**config.mk**
```make
export PLATFORM = sky130hd
export DESIGN_NAME = printer_port
export DESIGN_NICKNAME = d
export VERILOG_FILES = /design/src/rtl/printer_pkg.sv /design/src/rtl/printer_fifo.sv /design/src/rtl/printer_port.sv
export SDC_FILE = /design/constraint.sdc
export NUM_CORES = 1
export LEC_CHECK = 0
export CAP_MARGIN = 40
export CELL_PAD_IN_SITES_DETAIL_PLACEMENT = 0
export CELL_PAD_IN_SITES_GLOBAL_PLACEMENT = 1
export CORE_ASPECT_RATIO = 0.9
export CORE_UTILIZATION = 25
export DETAILED_ROUTE_END_ITERATION = 16
export HOLD_SLACK_MARGIN = 0.02
export PLACE_DENSITY_LB_ADDON = 0.1
export SYNTH_ARGS = -nofsm -noshare
export SYNTH_HDL_FRONTEND = slang
export SYNTH_SLANG_ARGS = --single-unit
```
**constraint.sdc**
```tcl
create_clock -name clk_sys -period 4.3 [get_ports clk_sys]
set_input_delay 0.86 -clock clk_sys [delete_from_list [all_inputs] [get_ports clk_sys]]
set_output_delay 0.86 -clock clk_sys [all_outputs]
set_load 0.005 [all_outputs]
```
**src/rtl/printer_pkg.sv**
```systemverilog
// Shared types and defaults for the Oric Centronics printer receiver.
// PRINTER_FLOW_CTRL_EN adds the FULL_WAIT state (stall instead of drop when the FIFO is full).
package printer_pkg;

  localparam int DEF_FIFO_DEPTH = 16;
  localparam int DEF_ACK_CYCLES = 48;

  typedef logic [7:0] byte_t;

  typedef enum logic [2:0] {
    S_IDLE      = 3'd0,
    S_PUSH      = 3'd1,
    S_WAIT_HIGH = 3'd2,
    S_ACK       = 3'd3
`ifdef PRINTER_FLOW_CTRL_EN
    ,
    S_FULL_WAIT = 3'd4
`endif
  } state_t;

endpackage

```
**src/rtl/printer_fifo.sv**
```systemverilog
// First-word-fall-through byte FIFO; push when full and pop when empty are ignored.
module printer_fifo
  import printer_pkg::*;
#(
  parameter int DEPTH = DEF_FIFO_DEPTH,
  parameter int FW    = $clog2(DEPTH) + 1
) (
  input  logic          clk,
  input  logic          rst,
  input  logic          i_push,
  input  byte_t         i_wdata,
  input  logic          i_pop,
  output byte_t         o_rdata,
  output logic          o_full,
  output logic          o_empty,
  output logic [FW-1:0] o_fill
);

  localparam int AW = $clog2(DEPTH);

  byte_t         r_mem [DEPTH];
  logic [AW-1:0] r_wr;
  logic [AW-1:0] r_rd;
  logic [FW-1:0] r_count;
  logic          w_push_en;
  logic          w_pop_en;

  // Full comes from the registered count, so a same-cycle pop never frees a slot for a push.
  assign o_full    = (r_count == FW'(DEPTH));
  assign o_empty   = (r_count == '0);
  assign o_fill    = r_count;
  assign w_push_en = i_push && !o_full;
  assign w_pop_en  = i_pop && !o_empty;
  assign o_rdata   = o_empty ? '0 : r_mem[r_rd];

  always_ff @(posedge clk) begin
    if (w_push_en) r_mem[r_wr] <= i_wdata;
  end

  always_ff @(posedge clk or posedge rst) begin
    if (rst) begin
      r_wr    <= '0;
      r_rd    <= '0;
      r_count <= '0;
    end else begin
      if (w_push_en) r_wr <= r_wr + AW'(1);
      if (w_pop_en)  r_rd <= r_rd + AW'(1);
      case ({w_push_en, w_pop_en})
        2'b10:   r_count <= r_count + FW'(1);
        2'b01:   r_count <= r_count - FW'(1);
        default: r_count <= r_count;
      endcase
    end
  end

endmodule

```
**src/rtl/printer_port.sv**
```systemverilog
// Centronics printer receiver on the VIA port: sync strobe/data, queue bytes, pulse ACK.
// Define PRINTER_FLOW_CTRL_EN to hold BUSY and stall instead of dropping bytes when full.
module printer_port
  import printer_pkg::*;
#(
  parameter int FIFO_DEPTH = DEF_FIFO_DEPTH,
  parameter int ACK_CYCLES = DEF_ACK_CYCLES
) (
  input  logic                          clk_sys,
  input  logic                          reset,
  input  logic [7:0]                    via_pa_out,
  input  logic                          via_strobe,
  output logic                          printer_ack,
  output logic                          printer_busy,
  output logic [7:0]                    out_data,
  output logic                          out_valid,
  input  logic                          out_ready,
  output logic                          overflow,
  output logic [$clog2(FIFO_DEPTH):0]   fill
);

  localparam int FW = $clog2(FIFO_DEPTH) + 1;
  localparam int CW = $clog2(ACK_CYCLES) + 1;
  localparam logic [CW-1:0] ACK_LOAD = CW'(ACK_CYCLES - 1);

  logic          r_stb_s1, r_stb_s2, r_stb_s3;
  byte_t         r_dat_s1, r_dat_s2, r_latch;
  logic          r_pending, r_overflow;
  state_t        r_state, w_next;
  logic [CW-1:0] r_cnt;
  logic          w_fall, w_take, w_push, w_drop, w_load;
  logic          w_full, w_empty;

  always_ff @(posedge clk_sys or posedge reset) begin
    if (reset) begin
      r_stb_s1 <= 1'b1;
      r_stb_s2 <= 1'b1;
      r_stb_s3 <= 1'b1;
      r_dat_s1 <= '0;
      r_dat_s2 <= '0;
    end else begin
      r_stb_s1 <= via_strobe;
      r_stb_s2 <= r_stb_s1;
      r_stb_s3 <= r_stb_s2;
      r_dat_s1 <= via_pa_out;
      r_dat_s2 <= r_dat_s1;
    end
  end

  assign w_fall = r_stb_s3 && !r_stb_s2;
  // An edge seen in IDLE is serviced directly; pending only matters while busy.
  assign w_take = (r_state == S_IDLE) && (r_pending || w_fall);

  always_comb begin
    w_next = r_state;
    w_push = 1'b0;
    w_drop = 1'b0;
    w_load = 1'b0;
    case (r_state)
      S_IDLE: if (w_take) w_next = S_PUSH;
      S_PUSH: begin
        if (!w_full) begin
          w_push = 1'b1;
          w_next = S_WAIT_HIGH;
        end else begin
`ifdef PRINTER_FLOW_CTRL_EN
          w_next = S_FULL_WAIT;
`else
          w_drop = 1'b1;
          w_next = S_WAIT_HIGH;
`endif
        end
      end
      S_WAIT_HIGH: begin
        if (r_stb_s2) begin
          w_next = S_ACK;
          w_load = 1'b1;
        end
      end
      S_ACK: if (r_cnt == '0) w_next = S_IDLE;
`ifdef PRINTER_FLOW_CTRL_EN
      S_FULL_WAIT: begin
        if (!w_full) begin
          w_push = 1'b1;
          if (r_stb_s2) begin
            w_next = S_ACK;
            w_load = 1'b1;
          end else begin
            w_next = S_WAIT_HIGH;
          end
        end
      end
`endif
      default: w_next = S_IDLE;
    endcase
  end

  always_ff @(posedge clk_sys or posedge reset) begin
    if (reset) begin
      r_state    <= S_IDLE;
      r_cnt      <= '0;
      r_pending  <= 1'b0;
      r_overflow <= 1'b0;
      r_latch    <= '0;
    end else begin
      r_state <= w_next;
      if (w_load)                            r_cnt <= ACK_LOAD;
      else if (r_state == S_ACK && r_cnt != '0) r_cnt <= r_cnt - CW'(1);
      if (w_take)      r_pending <= 1'b0;
      else if (w_fall) r_pending <= 1'b1;
      // Byte is captured at the strobe edge so a short strobe cannot pick up later data.
      if (w_fall && !r_pending) r_latch <= r_dat_s2;
      if (w_drop || (w_fall && r_pending)) r_overflow <= 1'b1;
    end
  end

  printer_fifo #(.DEPTH(FIFO_DEPTH), .FW(FW)) u_fifo (
    .clk     (clk_sys),
    .rst     (reset),
    .i_push  (w_push),
    .i_wdata (r_latch),
    .i_pop   (out_ready),
    .o_rdata (out_data),
    .o_full  (w_full),
    .o_empty (w_empty),
    .o_fill  (fill)
  );

  assign out_valid    = !w_empty;
  assign printer_ack  = (r_state != S_ACK);
  assign printer_busy = (r_state != S_IDLE) || w_full;
  assign overflow     = r_overflow;

endmodule

```
Yosys cells after proc, flatten, opt, wreduce, memory -nomap -nowiden
Memories as Yosys holds them, arrays and structs flattened.
Cells that the tools add are included.
Widths: inputs -> output; s select.
{"block": "word_totals", "ram_bits": 128, "regBits": 52, "elab_cells": 70, "n_memories": 1, "out_inout_bits": 17, "in_bits": 12}
{"block": "classes", "n_reduce_logical": 23, "add_sub_neg": 5, "muxes": 18, "eq_ne": 10}
{"name": "u_fifo.r_mem", "depth": 16, "word_bits": 8, "rd": 1, "rd_ports_with_merged_regs": 0, "write_ports": 1, "line_no": "printer_fifo.sv:21", "source": "byte_t r_mem [DEPTH];"}
{"operator": "$mux 7", "count": 2}
{"operator": "$pmux 3 s4", "count": 1}
{"operator": "$mux 1", "count": 10}
{"operator": "$pmux 5 s2", "count": 1}
{"operator": "$mux 3", "count": 3}
{"operator": "$add 4x1->4 const B", "count": 2}
{"operator": "$mux 8", "count": 1}
{"operator": "$logic_and 1x1->1", "count": 7}
{"operator": "$logic_not 7->1", "count": 1}
{"operator": "$reduce_bool 7->1", "count": 1}
{"operator": "$sub 7x1->7 const B", "count": 1}
{"operator": "$eq 3x2->1 const B", "count": 2}
{"operator": "$ne 2x2->1 const B", "count": 3}
{"operator": "$reduce_bool 2->1", "count": 3}
{"operator": "$add 5x1->5 const B", "count": 1}
{"operator": "$eq 5x5->1 const B", "count": 1}
{"operator": "$logic_not 5->1", "count": 1}
{"operator": "$sub 5x1->5 const B", "count": 1}
{"operator": "$logic_not 1->1", "count": 4}
{"operator": "$eq 3x1->1 const B", "count": 1}
{"operator": "$logic_not 3->1", "count": 1}
{"operator": "$logic_or 1x1->1", "count": 3}
{"operator": "$ne 3x2->1 const B", "count": 1}
{"operator": "$reduce_and 3->1", "count": 1}
{"operator": "other kinds (3)", "count": 3}

Longest topological paths before layout
Gate-level depths: netlist of the first run.
{"block": "depth", "word_depth": 6, "ltp_mapped": 13, "mapped_depth_nobuf": 11}

By module
A second synthesis of the first run with hierarchy kept.
{"block": "hier_totals", "hier_cells": 410, "area_unflattened_um2": 7339.5}
{"mod": "printer_fifo", "seq_area_each_um2": 4169.0, "area_each_um2": 5906.9, "cells_per_inst": 310, "n_inst": 1}
{"mod": "printer_port", "seq_area_each_um2": 954.7, "area_each_um2": 1432.6, "cells_per_inst": 100, "n_inst": 1}

Least setup slack after synthesis of the first run
OpenSTA, ideal clock, no wires.
{"block": "synth_timing", "path_kind": "register to register", "startpoint": "reg u_fifo.r_count[1], in the netlist u_fifo.o_fill[1]", "endpoint": "reg u_fifo.r_count[4], in the netlist u_fifo.o_fill[4]", "n_path_buf": 2, "required_ns": 4.152, "setup_slack_ns": 1.373, "path_stages_with_launch": 14, "arrival_ns": 2.780, "setup_ns": 0.148, "synth_period_minus_slack_ns": 2.927, "path_cell_list": "dfrtp_1 -> clkbuf_1 -> nor4_2 -> nand2_1 -> nand2_1 -> inv_1 -> ha_1 -> clkbuf_1 -> xor2_1 -> ha_1 -> o211a_1 -> or4_1 -> o2111ai_1 -> a311oi_1"}
{"block": "synth_between", "word_cells_on_any_way": 14, "classes_between": "add/sub: 2; eq/ne: 3; mux: 3; reduce/logical: 6"}
{"element": "start: declaration", "line_no": "printer_fifo.sv:24", "source": "logic [FW-1:0] r_count;"}
{"element": "start signal: assignment", "line_no": "printer_fifo.sv:49", "source": "2'b10: r_count <= r_count + FW'(1);"}
{"element": "start signal: assignment", "line_no": "printer_fifo.sv:50", "source": "2'b01: r_count <= r_count - FW'(1);"}
{"element": "start signal: assignment", "line_no": "printer_fifo.sv:51", "source": "default: r_count <= r_count;"}
{"element": "$logic_not 5->1 (*)", "line_no": "printer_fifo.sv:30", "source": "assign o_empty = (r_count == '0);"}
{"element": "$logic_not 1->1 (*)", "line_no": "printer_fifo.sv:33", "source": "assign w_pop_en = i_pop && !o_empty;"}
{"element": "$logic_and 1x1->1 (*)", "line_no": "printer_fifo.sv:33"}
{"element": "named net u_fifo.w_pop_en", "line_no": "printer_fifo.sv:26", "source": "logic w_pop_en;"}
{"element": "$eq 2x1->1 or $eq 2x2->1 (tied branches)", "line_no": "printer_fifo.sv:48", "source": "case ({w_push_en, w_pop_en})"}
{"element": "$pmux 5 s2 or $reduce_bool 2->1 (tied branches)"}
The timed path passes the listed nets; every way through them passes the cells marked *.
A chain may end at the register's enable or synchronous reset.

Worst setup path in the final report of the first run
{"block": "layout_timing", "startpoint": "reg u_fifo.r_rd[1]", "endpoint": "out out_data[1]"}
{"block": "layout_between", "elab_chain_cells": 2}
{"element": "start: declaration", "line_no": "printer_fifo.sv:23", "source": "logic [AW-1:0] r_rd;"}
{"element": "start signal: assignment", "line_no": "printer_fifo.sv:47", "source": "if (w_pop_en) r_rd <= r_rd + AW'(1);"}
{"element": "$mem_v2 16x8"}
{"element": "$mux 8", "line_no": "printer_fifo.sv:34", "source": "assign o_rdata = o_empty ? '0 : r_mem[r_rd];"}
{"element": "end: declaration", "line_no": "printer_port.sv:15", "source": "output logic [7:0] out_data,"}
No other way between the ends.

==> out/summary.log, run 1 <==
INFO  outcome        run_status=finished clean
INFO  worst_setup_path critical_path.reg2reg.startpoint=u_fifo.o_fill[1]$_DFFE_PP0P_
INFO  clock_network  tritoncts=built
INFO  clock_network  maximum_number_of_buffers_from_clock_root_to_sink=2
INFO  pwr            power.combinational.fraction=0.298
INFO  detailed_routing via_per_inst=4.41
INFO  pwr            power.share.sequential=0.436
INFO  detailed_routing routed_wirelength=16300um
INFO  sta            timing.final.setup_violations=0
INFO  detailed_routing drc_errors=0
INFO  sta            period_needed=3.66ns
INFO  yosys          synth_cells=409
INFO  clock_network  cts_root_buffer=clkbuf_16
INFO  grt            globalRouteMet1Util=0.164
INFO  floorplan      placement_rows=58
INFO  worst_setup_path reg2reg_path_depth=11
INFO  yosys          synth_async_sr_flop_share=0.285
INFO  floorplan      core=0.0283mm^2
INFO  pwr            p_leak=3.05nW
INFO  worst_hold_path min_from=r_dat_s1[4]$_DFF_PP0_
INFO  worst_setup_path critical_path_start=u_fifo.r_rd[1]$_DFFE_PP0P_
INFO  detailed_routing route.detailed.wl_per_inst=19.6um
INFO  pwr            cellPowerDensity=698mW/mm^2
INFO  detailed_routing drtIter0Drc=266
INFO  yosys          synthesized_nets=436
INFO  floorplan      top_level_ports=29
INFO  pwr            net_load_switching_power=1.97mW
INFO  clock_network  cts_resized=0
INFO  pwr            switching_share=0.324
INFO  worst_setup_path endpoint_kind_of_the_worst_setup_timing_path=primary output
INFO  worst_setup_path critical_path.startpoint_type=flip-flop
INFO  placement      detailedPlacementHpwl=10600um
INFO  yosys          synthFlopType=edfxtp_1
INFO  layout         area_growth_syn_to_layout=19.5%
INFO  sta            fin_worst_skew=0.0129ns
INFO  worst_setup_path slowest_delay=0.68ns
INFO  worst_hold_path hold_depth=0
INFO  sta            slew_headroom=0.403
INFO  clock_network  cts.reportedPaths.clkPinSlew=0.07ns
INFO  job            timing.max_cap.violations=0
INFO  detailed_routing vias=3659
INFO  worst_hold_path worst_hold_path_type=reg -> reg
INFO  worst_setup_path cp.buffers_inverters=2
INFO  grt            antenna_found_initial=0
INFO  sta            hold_violations=0
INFO  placement      placed_area=0.00807mm^2
INFO  worst_setup_path slowest_stage=mux4_1
INFO  clock_network  cts_buffers=17
INFO  placement      gp_congestion=0.680
INFO  pwr            peakVddDrop=256uV
INFO  grt            grt_most_used_layer=met2
INFO  grt            grtUsageMet2=0.182
INFO  worst_setup_path critical_path.top_delay_family=multiplexers
INFO  yosys          yosysUniqueCellTypes=55
INFO  sta            clock.fmax=273MHz
INFO  worst_hold_path whs_endpoint=r_dat_s2[4]$_DFF_PP0_
INFO  pwr            fin_total_pwr=6.08mW
INFO  placement      port-buffer-count=28
INFO  grt            grt_max_degree=33
INFO  layout         drive_above_1_share=0.232
INFO  sta            totalNegativeSetupSlack=0ns
INFO  layout         layout.core_utilization=0.308
INFO  yosys          synth_area=0.00729mm^2
INFO  yosys          synth_seq_cells=179
INFO  grt            met3_usage=0.0282
INFO  grt            grt_pass1_vias=3926
INFO  worst_setup_path timing.rr.end=u_fifo.o_fill[4]$_DFFE_PP0P_
INFO  worst_setup_path arrival=2.80ns
INFO  worst_setup_path cells_traversed_along_the_worst_timing_path=buf_4 -> mux4_1 -> mux2_2 -> o21ai_0 -> a21oi_1 -> clkdlybuf4s50_1
INFO  grt            grt-ovfl-total=0
INFO  layout         cell_area_after_layout=0.00871mm^2
INFO  worst_setup_path ff2ff_setup_slack=0.78ns
INFO  yosys          postSynthAreaPerCell=17.8um^2
INFO  worst_setup_path setup.worst_path.class=reg -> out
INFO  worst_setup_path cp_data_required_time=3.44ns
INFO  pwr            intPower=4.11mW
INFO  detailed_routing first_pass_iters=4
INFO  layout         layout.nets=483
INFO  yosys          ys_warn_count=0
INFO  clock_network  cts.sink_count=179
INFO  clock_network  cts_hold_buffers=0
INFO  grt            grt_first_pass_wirelength=25000um
INFO  placement      placedCellCount=796
INFO  yosys          ys_seq_area_frac=0.703
INFO  layout         diodes=0
INFO  clock_network  h-tree-depth=4
INFO  floorplan      fp.dieW=182um
INFO  sta            min_period_over_period=0.852
INFO  clock_network  worst_skew_pair_latency=0.43ns
INFO  clock_network  cts_setup_buffers=0
INFO  sta            rsz0062_at_grt=false
INFO  layout         layout.cells.non_filler=829
INFO  grt            grt_use_total=0.118
INFO  pwr            p_clk_frac=0.266
INFO  floorplan      floorplan.die_area=0.0298mm^2
INFO  yosys          synth_edf_count=128
INFO  sta            worst_slew_pin_slew=0.890ns
INFO  worst_setup_path path_max_fanout=19
INFO  floorplan      initial_cell_density_of_the_core=0.257
INFO  sta            drv_slew=0
INFO  floorplan      die_height=164um
INFO  detailed_routing post_drt_antenna_nets=0
-- how the worst max path moves through the flow --
stage                                   end  slack, ns  depth (start not counted)
5_1_grt                         out_data[4]       0.43                          6
3_5_place_dp   u_fifo.o_fill[4]$_DFFE_PP0P_       0.77                         11
4_1_cts                         out_data[4]       0.54                          6
3_3_place_gp   u_fifo.o_fill[4]$_DFFE_PP0P_       0.88                         11
2_1_floorplan  u_fifo.o_fill[4]$_DFFE_PP0P_       1.37                         13
6_report                        out_data[1]       0.64                          6
-- routing by layer --
layer | wire length [um] | share of wire | vias up
li1 | - | - | 1673
met1 | 7940 | 0.49 | 1911
met2 | 7580 | 0.47 | 65
met3 | 590 | 0.036 | 10
met4 | 166 | 0.010 | 0
met5 | 0 | 0 | -
-- worst reg2reg max path: stages, from the launching register on --
cell,delay (ns)
dfrtp_1,0.48
nor4_2,0.52
nand2_1,0.44
nand2_1,0.28
inv_1,0.10
ha_1,0.35
xor2_1,0.20
ha_1,0.23
o211a_1,0.22
or4_1,0.40
o2111ai_1,0.10
a311oi_1,0.06
-- layout make-up --
cell class / count / area [um^2]
Clock buffer: 23 / 510
Clock inverter: 9 / 105
Fill cell: 2811 / 19600
Inverter: 13 / 48.8
Multi-Input combinational cell: 196 / 2000
Sequential cell: 179 / 5120
Tap cell: 360 / 450
Timing Repair Buffer: 49 / 470
-- kinds of logic after synthesis --
kind of cell | share of synthesized area
flip-flops | 0.703
AND/OR/NAND/NOR | 0.0476
XOR/XNOR | 0.0168
multiplexers | 0.146
adder cells (fa/ha/maj) | 0.0258
AO/OA/AOI/OAI | 0.0357
buffers and inverters | 0.0249
-- through the flow --
step / setup WS [ns] / hold slack (ns)
6_report: 0.636 / 0.353
5_1_grt: 0.434 / 0.355
4_1_cts: 0.535 / 0.353
3_5_place_dp: 0.766 / 0.337
3_3_place_gp: 0.877 / 0.337
2_1_floorplan: 1.37 / 0.331
-- placed cells by master (no fill, tap or decap), drive strengths merged, types with 3 or more instances in the layout --
cell type / instances
mux4: 32
a21oi: 15
xnor2: 12
clkdlybuf4s50: 28
nor2: 17
nor3: 5
nand2b: 4
mux2i: 10
dfstp: 3
clkbuf: 23
o21ai: 14
mux2: 19
nand2: 18
buf: 21
edfxtp: 128
dfrtp: 48
ha: 15
nand3: 4
inv: 19
-- cell usage after synthesis, types with 2 or more instances --
cell type,n,area share
xor2_1,2,0.0024
nand3_1,4,0.0027
o21ai_1,4,0.0027
mux2i_1,10,0.014
dfstp_2,3,0.011
buf_2,7,0.0048
inv_1,13,0.0067
and3_1,2,0.0017
o21ai_0,10,0.0069
buf_4,2,0.0021
nor2_1,17,0.0088
mux2_2,18,0.028
o211ai_1,2,0.0021
nand2b_1,4,0.0034
edfxtp_1,128,0.53
a21oi_1,14,0.0096
ha_1,15,0.026
dfrtp_1,48,0.16
nand4_1,2,0.0017
nor2b_1,2,0.0017
buf_1,2,0.0010
mux4_1,8,0.029
nor3_1,4,0.0027
clkbuf_1,6,0.0031
nand2_1,18,0.0093
mux4_2,24,0.074
xnor2_1,12,0.014
-- registers in the layout, indices dropped and copies added (netlist names) --
register,cells
r_pending,1
overflow,1
r_stb_s2,1
u_fifo.r_mem,128
r_dat_s1,8
u_fifo.r_rd,4
u_fifo.r_wr,4
r_dat_s2,8
r_latch,8
r_state,2
r_stb_s3,1
r_stb_s1,1
u_fifo.o_fill,5
r_cnt,7
-- power groups by stage --
stage | sequential [mW] | combinational (mW) | clock, mW
CTS | 2.69 | 1.81 | 1.67
global route | 2.72 | 2.01 | 1.73
detailed placement | 2.73 | 1.80 | 0
global placement | 2.71 | 1.77 | 0
finish | 2.65 | 1.81 | 1.62
floorplan | 2.46 | 1.29 | 0
(Power assumes the default switching activity.)
==> run 2, diff against run 1 <==
--- a/config.mk
+++ b/config.mk
@@ -9,10 +9,10 @@
 export CELL_PAD_IN_SITES_DETAIL_PLACEMENT = 0
 export CELL_PAD_IN_SITES_GLOBAL_PLACEMENT = 1
 export CORE_ASPECT_RATIO = 0.9
-export CORE_UTILIZATION = 25
+export CORE_UTILIZATION = 32
 export DETAILED_ROUTE_END_ITERATION = 16
 export HOLD_SLACK_MARGIN = 0.02
-export PLACE_DENSITY_LB_ADDON = 0.1
+export PLACE_DENSITY_LB_ADDON = 0.15
 export SYNTH_ARGS = -nofsm -noshare
 export SYNTH_HDL_FRONTEND = slang
 export SYNTH_SLANG_ARGS = --single-unit
==> constraint.sdc (replaced) <==
create_clock -name clk_sys -period 3.65 [get_ports clk_sys]
set_input_delay 0.73 -clock clk_sys [delete_from_list [all_inputs] [get_ports clk_sys]]
set_output_delay 0.73 -clock clk_sys [all_outputs]
set_load 0.005 [all_outputs]
==> out/summary.log, run 2 (synthesis gave the netlist of run 1 again) <==
INFO  clock_network  cts_buffers=17 [unchanged]
INFO  detailed_routing post_drt_antenna_nets=0 [unchanged]
INFO  sta            drv_slew=0 [unchanged]
INFO  layout         layout.core_utilization=0.383 [was 0.308]
INFO  sta            clock.fmax=288MHz
INFO  detailed_routing first_pass_iters=4 [unchanged]
INFO  worst_setup_path critical_path.top_delay_family=multiplexers [unchanged]
INFO  floorplan      placement_rows=52 [was 58]
INFO  pwr            p_clk_frac=0.264 [was 0.266]
INFO  floorplan      core=0.0224mm^2 [was 0.0283 mm^2]
INFO  layout         layout.nets=481 [was 483]
INFO  placement      detailedPlacementHpwl=9710um [was 10600 um]
INFO  pwr            power.combinational.fraction=0.296 [was 0.298]
INFO  worst_setup_path path_max_fanout=13 [was 19]
INFO  floorplan      initial_cell_density_of_the_core=0.326 [was 0.257]
INFO  worst_setup_path endpoint_kind_of_the_worst_setup_timing_path=primary output [unchanged]
INFO  detailed_routing routed_wirelength=15200um [was 16300 um]
INFO  clock_network  maximum_number_of_buffers_from_clock_root_to_sink=2 [unchanged]
INFO  worst_hold_path worst_hold_path_type=reg -> reg [unchanged]
INFO  detailed_routing via_per_inst=4.70 [was 4.41]
INFO  sta            rsz0062_at_grt=false [unchanged]
INFO  clock_network  worst_skew_pair_latency=0.43ns [about the same]
INFO  sta            timing.final.setup_violations=0 [unchanged]
INFO  worst_hold_path min_from=r_dat_s1[3]$_DFF_PP0_ [was r_dat_s1[4]$_DFF_PP0_]
INFO  pwr            switching_share=0.316 [was 0.324]
INFO  worst_setup_path critical_path.reg2reg.startpoint=u_fifo.o_fill[1]$_DFFE_PP0P_ [unchanged]
INFO  sta            whs=0.352ns [was 0.353 ns]
INFO  worst_setup_path cp_data_required_time=2.92ns [was 3.44 ns]
INFO  grt            antenna_found_initial=0 [unchanged]
INFO  worst_setup_path cp.buffers_inverters=2 [unchanged]
INFO  outcome        run_status=finished clean [unchanged]
INFO  layout         drive_above_1_share=0.223 [was 0.232]
INFO  detailed_routing route.detailed.wl_per_inst=19.9um [was 19.6 um]
INFO  worst_setup_path setup.worst_path.class=reg -> out [unchanged]
INFO  worst_setup_path cells_traversed_along_the_worst_timing_path=buf_12 -> mux4_1 -> mux2_2 -> o21ai_0 -> a21oi_1 -> clkdlybuf4s50_1 [was buf_4 -> mux4_1 -> mux2_2 -> o21ai_0 -> a21oi_1 -> clkdlybuf4s50_1]
INFO  floorplan      fp.dieW=161um [was 182 um]
INFO  grt            grt_first_pass_wirelength=23500um [was 25000 um]
INFO  worst_setup_path slowest_stage=mux4_1 [unchanged]
INFO  pwr            net_load_switching_power=2.24mW [was 1.97 mW]
INFO  floorplan      die_height=145um [was 164 um]
INFO  layout         most-common-layout-cells=edfxtp_1 (128), dfrtp_1 (47), clkdlybuf4s50_1 (28), mux4_2 (24) [was edfxtp_1 (128), dfrtp_1 (48), clkdlybuf4s50_1 (28), mux4_2 (24)]
INFO  placement      gp_congestion=0.753 [was 0.680]
INFO  pwr            fin_total_pwr=7.10mW [was 6.08 mW]
INFO  worst_setup_path arrival=2.74ns [was 2.80 ns]
INFO  clock_network  cts.sink_count=179 [unchanged]
INFO  sta            fin_worst_skew=0.0133ns [was 0.0129 ns]
INFO  layout         mostFrequentLayoutCell=edfxtp_1 [unchanged]
INFO  sta            worst_slew_pin_slew=0.859ns [was 0.890 ns]
INFO  grt            grt_use_total=0.140 [was 0.118]
INFO  clock_network  cts.reportedPaths.clkPinSlew=0.07ns [about the same]
INFO  worst_setup_path slowest_delay=0.62ns [was 0.68 ns]
INFO  placement      port-buffer-count=28 [unchanged]
INFO  pwr            intPower=4.86mW [was 4.11 mW]
INFO  floorplan      top_level_ports=29 [unchanged]
INFO  worst_setup_path critical_path.startpoint_type=flip-flop [unchanged]
INFO  clock_network  h-tree-depth=4 [unchanged]
INFO  pwr            peakVddDrop=439uV [was 256 uV]
INFO  floorplan      floorplan.die_area=0.0234mm^2 [was 0.0298 mm^2]
INFO  grt            grt_pass1_vias=3835 [was 3926]
INFO  layout         largest_register_ff_count=128 [unchanged]
INFO  sta            period_needed=3.47ns
INFO  sta            slew_headroom=0.425 [was 0.403]
INFO  pwr            power.share.sequential=0.440 [was 0.436]
INFO  sta            hold_violations=0 [unchanged]
INFO  detailed_routing vias=3588 [was 3659]
INFO  sta            min_period_over_period=0.950
INFO  layout         regMostFlops=u_fifo.r_mem [unchanged]
INFO  grt            grt-ovfl-total=0 [unchanged]
INFO  layout         diodes=0 [unchanged]
INFO  job            timing.max_cap.violations=0 [unchanged]
INFO  pwr            cellPowerDensity=828mW/mm^2 [was 698 mW/mm^2]
INFO  layout         layout.area.seq=0.00512mm^2 [about the same]
INFO  sta            totalNegativeSetupSlack=0ns [unchanged]
INFO  clock_network  cts_root_buffer=clkbuf_16 [unchanged]
INFO  layout         area_growth_syn_to_layout=17.7% [was 19.5%]
INFO  worst_setup_path critical_path_start=u_fifo.r_rd[1]$_DFFE_PP0P_ [unchanged]
INFO  detailed_routing drc_errors=0 [unchanged]
INFO  detailed_routing drtIter0Drc=146 [was 266]
INFO  pwr            p_leak=3.01nW [was 3.05 nW]
INFO  clock_network  tritoncts=built [unchanged]
INFO  clock_network  cts_hold_buffers=0 [unchanged]
INFO  layout         n_fill_cell=2112 [was 2811]
INFO  grt            grt_max_degree=32 [was 33]
INFO  layout         multi_input_area=0.00198mm^2 [was 0.00200 mm^2]
[run 2: cell count changes in the layout (fill, tap and decap cells not counted), sizes merged]
cell      before  now
clkbuf        23   17
buf           21   19
clkinv         2    4
inv           19   18
clkinvlp       0    2
bufinv         1    3
[run 2: path summary, 6_finish.rpt]
| check | to | slack, ns | cells after the start |
|---|---|---|---|
| max | out_data[1] | 0.18 | 6 |
| min in group asynchronous | r_latch[3]$_DFFE_PP0P_ | 0.73 | 2 |
| min | r_dat_s2[3]$_DFF_PP0_ | 0.35 | 0 |
| max reg2reg | u_fifo.o_fill[4]$_DFFE_PP0P_ | 0.58 | 11 |
| min reg2reg | r_dat_s2[3]$_DFF_PP0_ | 0.35 | 0 |
| max in group asynchronous | u_fifo.r_rd[1]$_DFFE_PP0P_ | 2.24 | 3 |
[run 2: final cells by class]
class,instances,share of cell area
Sequential cell,179,0.598
Multi-Input combinational cell,196,0.231
Timing Repair Buffer,47,0.0522
Clock buffer,17,0.0496
Tap cell,297,0.0433
Clock inverter,14,0.0206
Inverter,13,0.00569
[run 2: worst register-to-register path, stage by stage (launching register included)]
cell and delay [ns]:
dfrtp_1 0.47, nor4_2 0.49, nand2_1 0.15, nand2_1 0.15
inv_1 0.08, ha_1 0.34, xor2_1 0.21, ha_1 0.24
o211a_1 0.23, or4_1 0.40, o2111ai_1 0.11, a311oi_1 0.07
[run 2: power groups by stage]
| stage | Clock [mW] | Sequential (mW) | Combinational, mW |
|---|---|---|---|
| after floorplan | 0 | 2.89 | 1.52 |
| after global placement | 0 | 3.14 | 2.13 |
| after detailed placement | 0 | 3.18 | 2.15 |
| after CTS | 1.93 | 3.14 | 2.15 |
| after global routing | 2.01 | 3.19 | 2.31 |
| final | 1.87 | 3.12 | 2.10 |
[run 2: per-layer routing]
layer  share of wire  GRT usage  up-vias  routed length, um
met1            0.49      0.197     1853               7380
met3           0.035     0.0332        9                536
met4           0.011     0.0467        0                163
met2            0.47      0.213       57               7120
li1                -          -     1669                  -
met5               0          0        -                  0
[run 2: through the flow]
step	instance area (um^2)	cells	setup WS (ns)
after detailed placement	7970	732	0.329
final	8580	763	0.183
after floorplan	7290	409	0.723
after global placement	7940	728	0.406
after CTS	8580	763	0.0323
after global routing	8580	763	0.111
[run 2: what timing repair did]
item                       4_1_cts  5_1_grt
setup buffers                    0        0
resized for setup                0        1
setup endpoints to repair        0        1
